File: config.mk
export PLATFORM = sky130hd
export DESIGN_NAME = alu_mul_seq_flat
export DESIGN_NICKNAME = d
export VERILOG_FILES = /design/src/rtl/alu_mul_seq_if.sv /design/src/rtl/alu_mul_seq.sv /design/src/flat_wrapper.sv
export SDC_FILE = /design/constraint.sdc
export NUM_CORES = 1
export LEC_CHECK = 0
export BUFFER_PORTS_ARGS = -buffer_cell sky130_fd_sc_hd__buf_2
export CAP_MARGIN = 15
export CELL_PAD_IN_SITES_DETAIL_PLACEMENT = 1
export CELL_PAD_IN_SITES_GLOBAL_PLACEMENT = 1
export CORE_ASPECT_RATIO = 0.9
export CORE_UTILIZATION = 33
export DETAILED_ROUTE_END_ITERATION = 6
export PLACE_DENSITY = 0.76
export SLEW_MARGIN = 10
export SYNTH_ARGS = -nofsm -noshare
export SYNTH_HDL_FRONTEND = slang
export SYNTH_SLANG_ARGS = --single-unit
File: constraint.sdc
create_clock -name i_clk -period 1.4 [get_ports i_clk]
set_input_delay 0.28 -clock i_clk [delete_from_list [all_inputs] [get_ports i_clk]]
set_output_delay 0.28 -clock i_clk [all_outputs]
set_load 0.005 [all_outputs]
File: src/rtl/alu_mul_seq_if.sv
// ----------------------------------------------------------------------------
// alu_mul_seq_if
// Signal bundle for the sequential multiplier. It carries two things:
//   - the request side: start, op_a, op_b in; busy, done, product out
//   - the shared-ALU side: alu_op, alu_a, alu_b out; alu_result, alu_zero in
// Modports:
//   slave  - the multiplier itself (drives busy/done/product and the ALU inputs)
//   master - the requester, which also closes the loop through the shared ALU
// ----------------------------------------------------------------------------
interface alu_mul_seq_if #(
    parameter int unsigned XLEN = 32
);
    logic            start;
    logic [XLEN-1:0] op_a;
    logic [XLEN-1:0] op_b;
    logic            busy;
    logic            done;
    logic [XLEN-1:0] product;
    logic [3:0]      alu_op;
    logic [XLEN-1:0] alu_a;
    logic [XLEN-1:0] alu_b;
    logic [XLEN-1:0] alu_result;
    logic            alu_zero;

    modport slave (
        input  start,
        input  op_a,
        input  op_b,
        output busy,
        output done,
        output product,
        output alu_op,
        output alu_a,
        output alu_b,
        input  alu_result,
        input  alu_zero
    );

    modport master (
        output start,
        output op_a,
        output op_b,
        input  busy,
        input  done,
        input  product,
        input  alu_op,
        input  alu_a,
        input  alu_b,
        output alu_result,
        output alu_zero
    );
endinterface

File: src/rtl/alu_mul_seq.sv
// ----------------------------------------------------------------------------
// alu_mul_seq
// Multi-cycle shift-add multiplier that borrows the shared rv32i ALU for its
// additions. It returns the low XLEN bits of op_a * op_b, which are the same
// for signed and unsigned operands, so one datapath serves MUL.
//
// Ports:
//   i_clk  - system clock, all state updates on the rising edge
//   i_rst  - synchronous active-high reset
//   bus    - alu_mul_seq_if.slave:
//              start/op_a/op_b   request and operands (sampled in IDLE or DONE)
//              busy              high while iterating
//              done              one-cycle pulse when product becomes valid
//              product           result, held until the next completed operation
//              alu_op/alu_a/alu_b  drive the shared ALU (ADD while busy, else 0)
//              alu_result        sum returned by the ALU
//              alu_zero          ALU zero flag, not used here
//
// Timing: start accepted at edge E0 -> RUN for XLEN cycles -> done in the
// cycle after edge E0+XLEN. Latency is fixed; there is no early exit.
// ----------------------------------------------------------------------------
module alu_mul_seq #(
    parameter int unsigned XLEN  = 32,
    parameter int unsigned CNT_W = $clog2(XLEN + 1)
) (
    input  logic          i_clk,
    input  logic          i_rst,
    alu_mul_seq_if.slave  bus
);

    localparam logic [3:0]       AluAdd  = 4'b0010;
    localparam logic [3:0]       AluIdle = 4'b0000;
    localparam logic [CNT_W-1:0] LastCnt = CNT_W'(XLEN - 1);

    typedef enum logic [1:0] {
        StIdle = 2'd0,
        StRun  = 2'd1,
        StDone = 2'd2
    } state_e;

    state_e            r_state;
    state_e            w_state_next;
    logic [XLEN-1:0]   r_acc;
    logic [XLEN-1:0]   r_mcand;
    logic [XLEN-1:0]   r_mplier;
    logic [XLEN-1:0]   r_product;
    logic [CNT_W-1:0]  r_cnt;

    logic              w_accept;
    logic              w_last;
    logic [XLEN-1:0]   w_acc_next;

    // The zero flag has no role in a multiply; named so lint treats it as
    // intentionally unused.
    logic              w_unused_alu_zero;
    assign w_unused_alu_zero = bus.alu_zero;

    assign w_last = (r_cnt == LastCnt);

    // Conditional add: the ALU always computes acc + mcand while running, we
    // only keep the sum when the current multiplier bit is set.
    assign w_acc_next = r_mplier[0] ? bus.alu_result : r_acc;

    // ------------------------------------------------------------------------
    // Next-state logic
    // ------------------------------------------------------------------------
    always_comb begin
        w_state_next = r_state;
        w_accept     = 1'b0;
        unique case (r_state)
            StIdle: begin
                if (bus.start) begin
                    w_accept     = 1'b1;
                    w_state_next = StRun;
                end
            end
            StRun: begin
                // start is deliberately ignored here
                if (w_last) begin
                    w_state_next = StDone;
                end
            end
            StDone: begin
                if (bus.start) begin
                    w_accept     = 1'b1;
                    w_state_next = StRun;
                end else begin
                    w_state_next = StIdle;
                end
            end
            default: begin
                w_state_next = StIdle;
            end
        endcase
    end

    // ------------------------------------------------------------------------
    // ALU drive: only touch the shared ALU while iterating, park at zero
    // otherwise so other users see a quiet input.
    // ------------------------------------------------------------------------
    always_comb begin
        bus.alu_op = AluIdle;
        bus.alu_a  = '0;
        bus.alu_b  = '0;
        if (r_state == StRun) begin
            bus.alu_op = AluAdd;
            bus.alu_a  = r_acc;
            bus.alu_b  = r_mcand;
        end
    end

    assign bus.busy    = (r_state == StRun);
    assign bus.done    = (r_state == StDone);
    assign bus.product = r_product;

    // ------------------------------------------------------------------------
    // State and datapath registers
    // ------------------------------------------------------------------------
    always_ff @(posedge i_clk) begin
        if (i_rst) begin
            r_state   <= StIdle;
            r_acc     <= '0;
            r_mcand   <= '0;
            r_mplier  <= '0;
            r_cnt     <= '0;
            r_product <= '0;
        end else begin
            r_state <= w_state_next;
            if (w_accept) begin
                r_acc    <= '0;
                r_mcand  <= bus.op_a;
                r_mplier <= bus.op_b;
                r_cnt    <= '0;
            end else if (r_state == StRun) begin
                r_acc    <= w_acc_next;
                r_mcand  <= {r_mcand[XLEN-2:0], 1'b0};
                r_mplier <= {1'b0, r_mplier[XLEN-1:1]};
                r_cnt    <= r_cnt + CNT_W'(1);
                // Final iteration: publish the sum including this edge's add.
                if (w_last) begin
                    r_product <= w_acc_next;
                end
            end
        end
    end

endmodule

File: src/flat_wrapper.sv
// flat-port wrapper written by rule: the top's interface ports become plain ports
module alu_mul_seq_flat 
#(
    parameter int unsigned XLEN  = 32,
    parameter int unsigned CNT_W = $clog2(XLEN + 1)
)
  (i_clk, i_rst, bus_start, bus_op_a, bus_op_b, bus_busy, bus_done, bus_product, bus_alu_op, bus_alu_a, bus_alu_b, bus_alu_result, bus_alu_zero);
  alu_mul_seq_if #(.XLEN(XLEN)) bus_i ();
  input  logic i_clk;
  input  logic i_rst;
  input wire logic [$bits(bus_i.start)-1:0] bus_start;
  input wire logic [$bits(bus_i.op_a)-1:0] bus_op_a;
  input wire logic [$bits(bus_i.op_b)-1:0] bus_op_b;
  output wire logic [$bits(bus_i.busy)-1:0] bus_busy;
  output wire logic [$bits(bus_i.done)-1:0] bus_done;
  output wire logic [$bits(bus_i.product)-1:0] bus_product;
  output wire logic [$bits(bus_i.alu_op)-1:0] bus_alu_op;
  output wire logic [$bits(bus_i.alu_a)-1:0] bus_alu_a;
  output wire logic [$bits(bus_i.alu_b)-1:0] bus_alu_b;
  input wire logic [$bits(bus_i.alu_result)-1:0] bus_alu_result;
  input wire logic [$bits(bus_i.alu_zero)-1:0] bus_alu_zero;
  assign bus_i.start = bus_start;
  assign bus_i.op_a = bus_op_a;
  assign bus_i.op_b = bus_op_b;
  assign bus_busy = bus_i.busy;
  assign bus_done = bus_i.done;
  assign bus_product = bus_i.product;
  assign bus_alu_op = bus_i.alu_op;
  assign bus_alu_a = bus_i.alu_a;
  assign bus_alu_b = bus_i.alu_b;
  assign bus_i.alu_result = bus_alu_result;
  assign bus_i.alu_zero = bus_alu_zero;
  alu_mul_seq #(.XLEN(XLEN), .CNT_W(CNT_W)) u_core (.i_clk(i_clk), .i_rst(i_rst), .bus(bus_i));
endmodule
==> flow_summary.yaml, run 1 <==
outcome:
  run_status: "finished with violations"
  failed_checks: "setup timing"
floorplan:
  chipWidth_um: 146.2
  pin_count: 202
  die_height_um: 131.7
  initial_core_util: 0.3364
  core_region_area_um2: 18350
  core.rowCount: 47
  design.die.area_um2: 19260
synth:
  postSynth.asyncResetShare: 0
  count_of_cell_types_in_the_netlist: 34
  yosys_warnings: 0
  syn_inst: 726
  yosys_register_bits: 136
  syn-mean-instance-area_um2: 8.502
  syn-cell-area_um2: 6172
  synth-seq-area-share: 0.4411
  yosys_most_used_dff: "dfxtp_1"
  synth_edf_count: 0
job:
  number_of_maximum_capacitance_constraint_violations: 0
route:
  drtIter0Drc: 220
  post-route-drc-count: 0
  dr_total_vias: 6195
  wl_mm: 22.39
  postRouteAntennaNets: 0
  detail_route.vias_per_cell: 5.180
  wire_per_inst_um: 18.72
  drtPass1Iterations: 5
clocking:
  cts.sink_count: 136
  ctsHtreeMaxLevel: 4
  worst_skew_pair.late_latency_ns: 0.43
  tritoncts: "built"
  clock_path_buffers: 2
  cts_made_buffers: 17
  cts.reportedPaths.clkPinSlew_ns: 0.06
  cts_hold_buffers: 0
  clock-root-buffer: "clkbuf_16"
timing:
  layout_setup_ws_ns: -0.3936
  unrepaired_setup_endpoints_after_global_routing: "yes"
  setup_violations: 96
  timing.final.crit_share: 1.281
  finalWorstPathRequiredPeriod_ns: 1.794
  hold_viol_final: 0
  maxClockFrequency_mhz: 557.5
  final-max-slew-violation-count: 0
  worst_clock_skew_ns: 0.01038
critical_path:
  crit_path_cell_trace: "nand2b_4 > inv_8 > buf_8 > clkbuf_16 > and2_4 > buf_6"
  timing_worst_setup_path_type: "reg2out"
  critical-path-slowest-cell: "dfxtp_2"
  slowest_delay_ns: 0.33
  critical_path.max_fanout: 6
  arrival_ns: 1.51
  crit_path_start_kind: "register"
  timing.critical_path.to_type: "primary output"
  cp.required_ns: 1.12
layout:
  finalCoreUtilization: 0.5121
  final_layout_size_suffix_gt1_frac: 0.4353
  finalNonFillerCells: 1196
  fill_cell_total_of_the_finished_layout: 2125
  n_antenna_cell: 0
  mostFrequentLayoutCells: "buf_2 (154), dfxtp_1 (131), nand2_1 (128)"
  finalNetCount: 1039
  commonest_non_fill_non_tap_cell_in_the_layout: "buf_2"
  layout-area-overhead-vs-synth_pct: 52.24
  post_layout_instance_area_um2: 9397
grt:
  globalRouteMet3Util: 0.06125
  globalRouteOverflowTotal: 0
  wire_length_of_the_first_global_routing_pass_mm: 34.96
  maximum_number_of_pins_on_one_net_before_global_route_repair: 68
  met1_usage: 0.2835
  met2_usage: 0.3921
  antenna_found_initial: 0
  grt_use_total: 0.2289
  top_usage_layer: "met2"
  grt_pass1_vias: 6587
placement:
  port_buffers: 197
  place_worst_setup_slack_ns: -0.05399
  placed_area_um2: 7644
  placer_congestion: 0.7965
  post-place-cells: 1141
  post-dp-hpwl_mm: 13.28
power:
  vdd_drop_max_mv: 0.8446
  total_power_mw: 10.79
  p_per_area_nw_per_um2: 1149
  p_leak_nw: 3.759
hold_path:
  hold_path.class: "in2reg"
==> stage by stage <==
step,hold WS (ns),setup TNS (ns)
finish,0.09514,-25.01
global route,0.08553,-32.09
detailed placement,0.4620,-0.9216
floorplan,0.4160,-0.2003
global placement,0.4509,-0.001524
CTS,0.07543,-26.11
==> Yosys cell counts (all sizes together) (3+ instances only) <==
| master | count | area (µm²) |
|---|---|---|
| nand3 | 36 | 180.2 |
| o21ai | 32 | 160.2 |
| a31oi | 32 | 200.2 |
| mux2i | 35 | 350.3 |
| a21oi | 97 | 485.5 |
| and2 | 65 | 409.1 |
| clkbuf | 24 | 90.09 |
| buf | 52 | 301.5 |
| a211oi | 33 | 397.9 |
| nand2 | 129 | 484.2 |
| nor2 | 3 | 11.26 |
| dfxtp | 136 | 2723 |
| a22oi | 31 | 232.7 |
==> worst paths after layout <==
check	start	endpoint	slack, ns	depth (start not counted)
worst max register to register	u_core.r_state[1]	u_core.r_mplier[0]	-0.08	9
worst min register to register	u_core.r_acc[3]	u_core.r_acc[3]	0.47	2
worst max-delay path	u_core.r_state[1]	bus_alu_a[25]	-0.39	6
worst min-delay path	bus_op_a[0]	u_core.r_mcand[0]	0.1	3
==> layout make-up <==
type,count,area [µm²],share of cell area
Sequential cell,136,2731,0.2907
Tap cell,245,306.5,0.03262
Clock buffer,18,439.2,0.04674
Clock inverter,14,221.5,0.02357
Timing Repair Buffer,267,2330,0.2479
Inverter,2,15.01,0.001598
Multi-Input combinational cell,514,3353,0.3569
==> metal layers <==
layer | up-vias | part of all wire
met5 | - | 0
met4 | 0 | 0.010
met3 | 20 | 0.058
met2 | 186 | 0.49
met1 | 3018 | 0.44
li1 | 2971 | -
==> sequential cells by signal, indices dropped and copies added, names as in the netlist <==
register and count:
u_core.r_mcand 32, u_core.r_mplier 32, u_core.r_state 2, u_core.bus.product 32
u_core.r_cnt 6, u_core.r_acc 32
==> kinds of logic (layout without fill, tap and decap cells) <==
logic type               count (synthesis)  count (layout)  synth area share
buffers and inverters                   78             301           0.06467
multiplexers                            35              35           0.05676
flip-flops                             136             136            0.4411
AO/OA/AOI/OAI                          226             226            0.2404
AND/OR/NAND/NOR                        247             247            0.1916
other                                    1               3         0.0006076
XOR/XNOR                                 2               2          0.002839
adder cells (fa/ha/maj)                  1               1          0.002027
==> where the power goes <==
group,internal (mW),switching [mW]
Combinational,0.756,0.795
Sequential,4.04,0.130
Clock,3.22,1.85
Total,8.02,2.77
==> critical path: cells and delay by family (launching register included) <==
family | cells | cell delay, ns
DFF | 1 | 0.33
buffers and inverters | 4 | 0.45
and+or+nand+nor | 2 | 0.32
==> what timing repair did <==
| item | in CTS | in global routing |
|---|---|---|
| resized for setup | 89 | 81 |
| pin swaps | 12 | 42 |
| gates cloned | 7 | 6 |
| endpoints found under the setup margin | 104 | 146 |
| setup buffers | 9 | 4 |
No activity file was read; power rests on OpenSTA's default activity.
==> run 2, diff against run 1 <==
==> constraint.sdc (replaced) <==
create_clock -name i_clk -period 1.4 [get_ports i_clk]
set_input_delay 0.28 -clock i_clk [delete_from_list [all_inputs] [get_ports i_clk]]
set_output_delay 0.28 -clock i_clk [all_outputs]
set_load 0.02 [all_outputs]
==> run 2 against run 1 <==
Net effect:
- cell count rose by 0.42%
- worst setup slack got worse by 0.045 ns
- the run still ends with setup timing left
- first-iteration DRC count rose by 1.8%
- clock-buffer cell count did not move
- fmax fell by 2.4%
- highest routed layer unchanged
- sequential power barely moved
- die area did not move
- core utilization rose by 0.89 points
- critical path depth fell by 1
==> flow_summary.yaml, run 2 (synthesis gave the netlist of run 1 again) <==
outcome:
  run_status: "finished with violations"
  failed_checks: "setup timing"
placement:
  port_buffers: 197
  post-dp-hpwl_mm: 12.83
  place_worst_setup_slack_ns: -0.02135
  placer_congestion: 0.7495
route:
  detail_route.vias_per_cell: 5.258
  postRouteAntennaNets: 0
  wl_mm: 23.73
  drtPass1Iterations: 4
  wire_per_inst_um: 19.75
  dr_total_vias: 6315
  post-route-drc-count: 0
  drtIter0Drc: 224
clocking:
  cts_made_buffers: 17
  ctsHtreeMaxLevel: 4
  clock_path_buffers: 2
  cts.sink_count: 136
  clock-root-buffer: "clkbuf_16"
  cts.reportedPaths.clkPinSlew_ns: 0.06
  worst_skew_pair.late_latency_ns: 0.42
  cts_hold_buffers: 0
  tritoncts: "built"
critical_path:
  crit_path_cell_trace: "nand2b_4 > clkinv_8 > buf_12 > and2_2 > buf_2"
  crit_path_start_kind: "register"
  cp.required_ns: 1.12
  slowest_delay_ns: 0.33
  critical_path.max_fanout: 22
  timing.critical_path.to_type: "primary output"
  timing_worst_setup_path_type: "reg2out"
  critical-path-slowest-cell: "dfxtp_2"
  arrival_ns: 1.56
layout:
  final_layout_size_suffix_gt1_frac: 0.5126
  finalNetCount: 1042
  commonest_non_fill_non_tap_cell_in_the_layout: "buf_2"
  mostFrequentLayoutCells: "buf_2 (177), dfxtp_1 (131), nand2_1 (128)"
  layout-area-overhead-vs-synth_pct: 54.90
power:
  p_leak_nw: 3.841
  total_power_mw: 11.02
  p_per_area_nw_per_um2: 1153
  vdd_drop_max_mv: 0.8013
hold_path:
  hold_path.class: "in2reg"
grt:
  wire_length_of_the_first_global_routing_pass_mm: 31.63
  maximum_number_of_pins_on_one_net_before_global_route_repair: 68
  grt_pass1_vias: 6013
  grt_use_total: 0.2072
  globalRouteOverflowTotal: 0
  antenna_found_initial: 2
timing:
  timing.final.crit_share: 1.313
  finalWorstPathRequiredPeriod_ns: 1.838
  setup_violations: 165
  maxClockFrequency_mhz: 544.0
  hold_viol_final: 0
  layout_setup_ws_ns: -0.4382
  unrepaired_setup_endpoints_after_global_routing: "yes"
  final-max-slew-violation-count: 0
  finalSetupTns_ns: -28.55
  hold_ws_ns: 0.1009
  worst_clock_skew_ns: 0.01854
floorplan:
  core_region_area_um2: 18350
  pin_count: 202
  initial_core_util: 0.3364
  design.die.area_um2: 19260
  core.rowCount: 47
  die_height_um: 131.7
  chipWidth_um: 146.2
job:
  number_of_maximum_capacitance_constraint_violations: 0
run 2: critical path, delay by kind of cell (launching register included):
kind,cells,cell delay (ns)
buffers and inverters,3,0.42
DFF,1,0.33
and+or+nand+nor,2,0.38
run 2: path summary, 6_finish.rpt:
check | slack, ns | cells after the start | end | startpoint
setup / recovery | -0.44 | 5 | bus_alu_b[0] | u_core.r_state[1]
hold / removal | 0.10 | 3 | u_core.r_acc[21] | bus_alu_result[21]
setup reg to reg | -0.07 | 6 | u_core.bus.product[0] | u_core.r_state[1]
hold reg to reg | 0.46 | 2 | u_core.r_acc[4] | u_core.r_acc[4]
run 2: timing repair:
item / in CTS / in global routing
endpoints found under the hold margin: 0 / 0
endpoints found under the setup margin: 104 / 169
buffers inserted: 2 / 11
pin swaps: 1 / 28
resized for setup: 31 / 140
cloned: 2 / 19
run 2: power by group:
| group | switching [mW] | internal (mW) |
|---|---|---|
| registers | 0.128 | 4.04 |
| clock network | 1.83 | 3.41 |
| logic | 0.883 | 0.734 |
| total | 2.84 | 8.18 |
run 2: area by class of cell:
class / instances / area [µm²]
Antenna cell: 2 / 5.005
Clock buffer: 18 / 439.2
Clock inverter: 14 / 244.0
Fill cell: 2120 / 8787
Inverter: 2 / 20.02
Multi-Input combinational cell: 514 / 3557
Sequential cell: 136 / 2731
Tap cell: 245 / 306.5
Timing Repair Buffer: 270 / 2257
run 2: stage by stage:
| stage | cells | instance area (µm²) | utilization |
|---|---|---|---|
| floorplan | 728 | 6287 | - |
| global placement | 1135 | 7631 | 0.4159 |
| detailed placement | 1135 | 7631 | 0.4159 |
| CTS | 1171 | 8499 | 0.4632 |
| global route | 1199 | 9555 | 0.5208 |
| finish | 1201 | 9560 | 0.5211 |
run 2: routing by layer:
metal,vias to the layer above,track usage,part of all wire
li1,2979,-,-
met1,3098,0.2636,0.43
met2,218,0.3423,0.50
met3,20,0.04706,0.061
met4,0,0.07639,0.014
met5,-,0,0
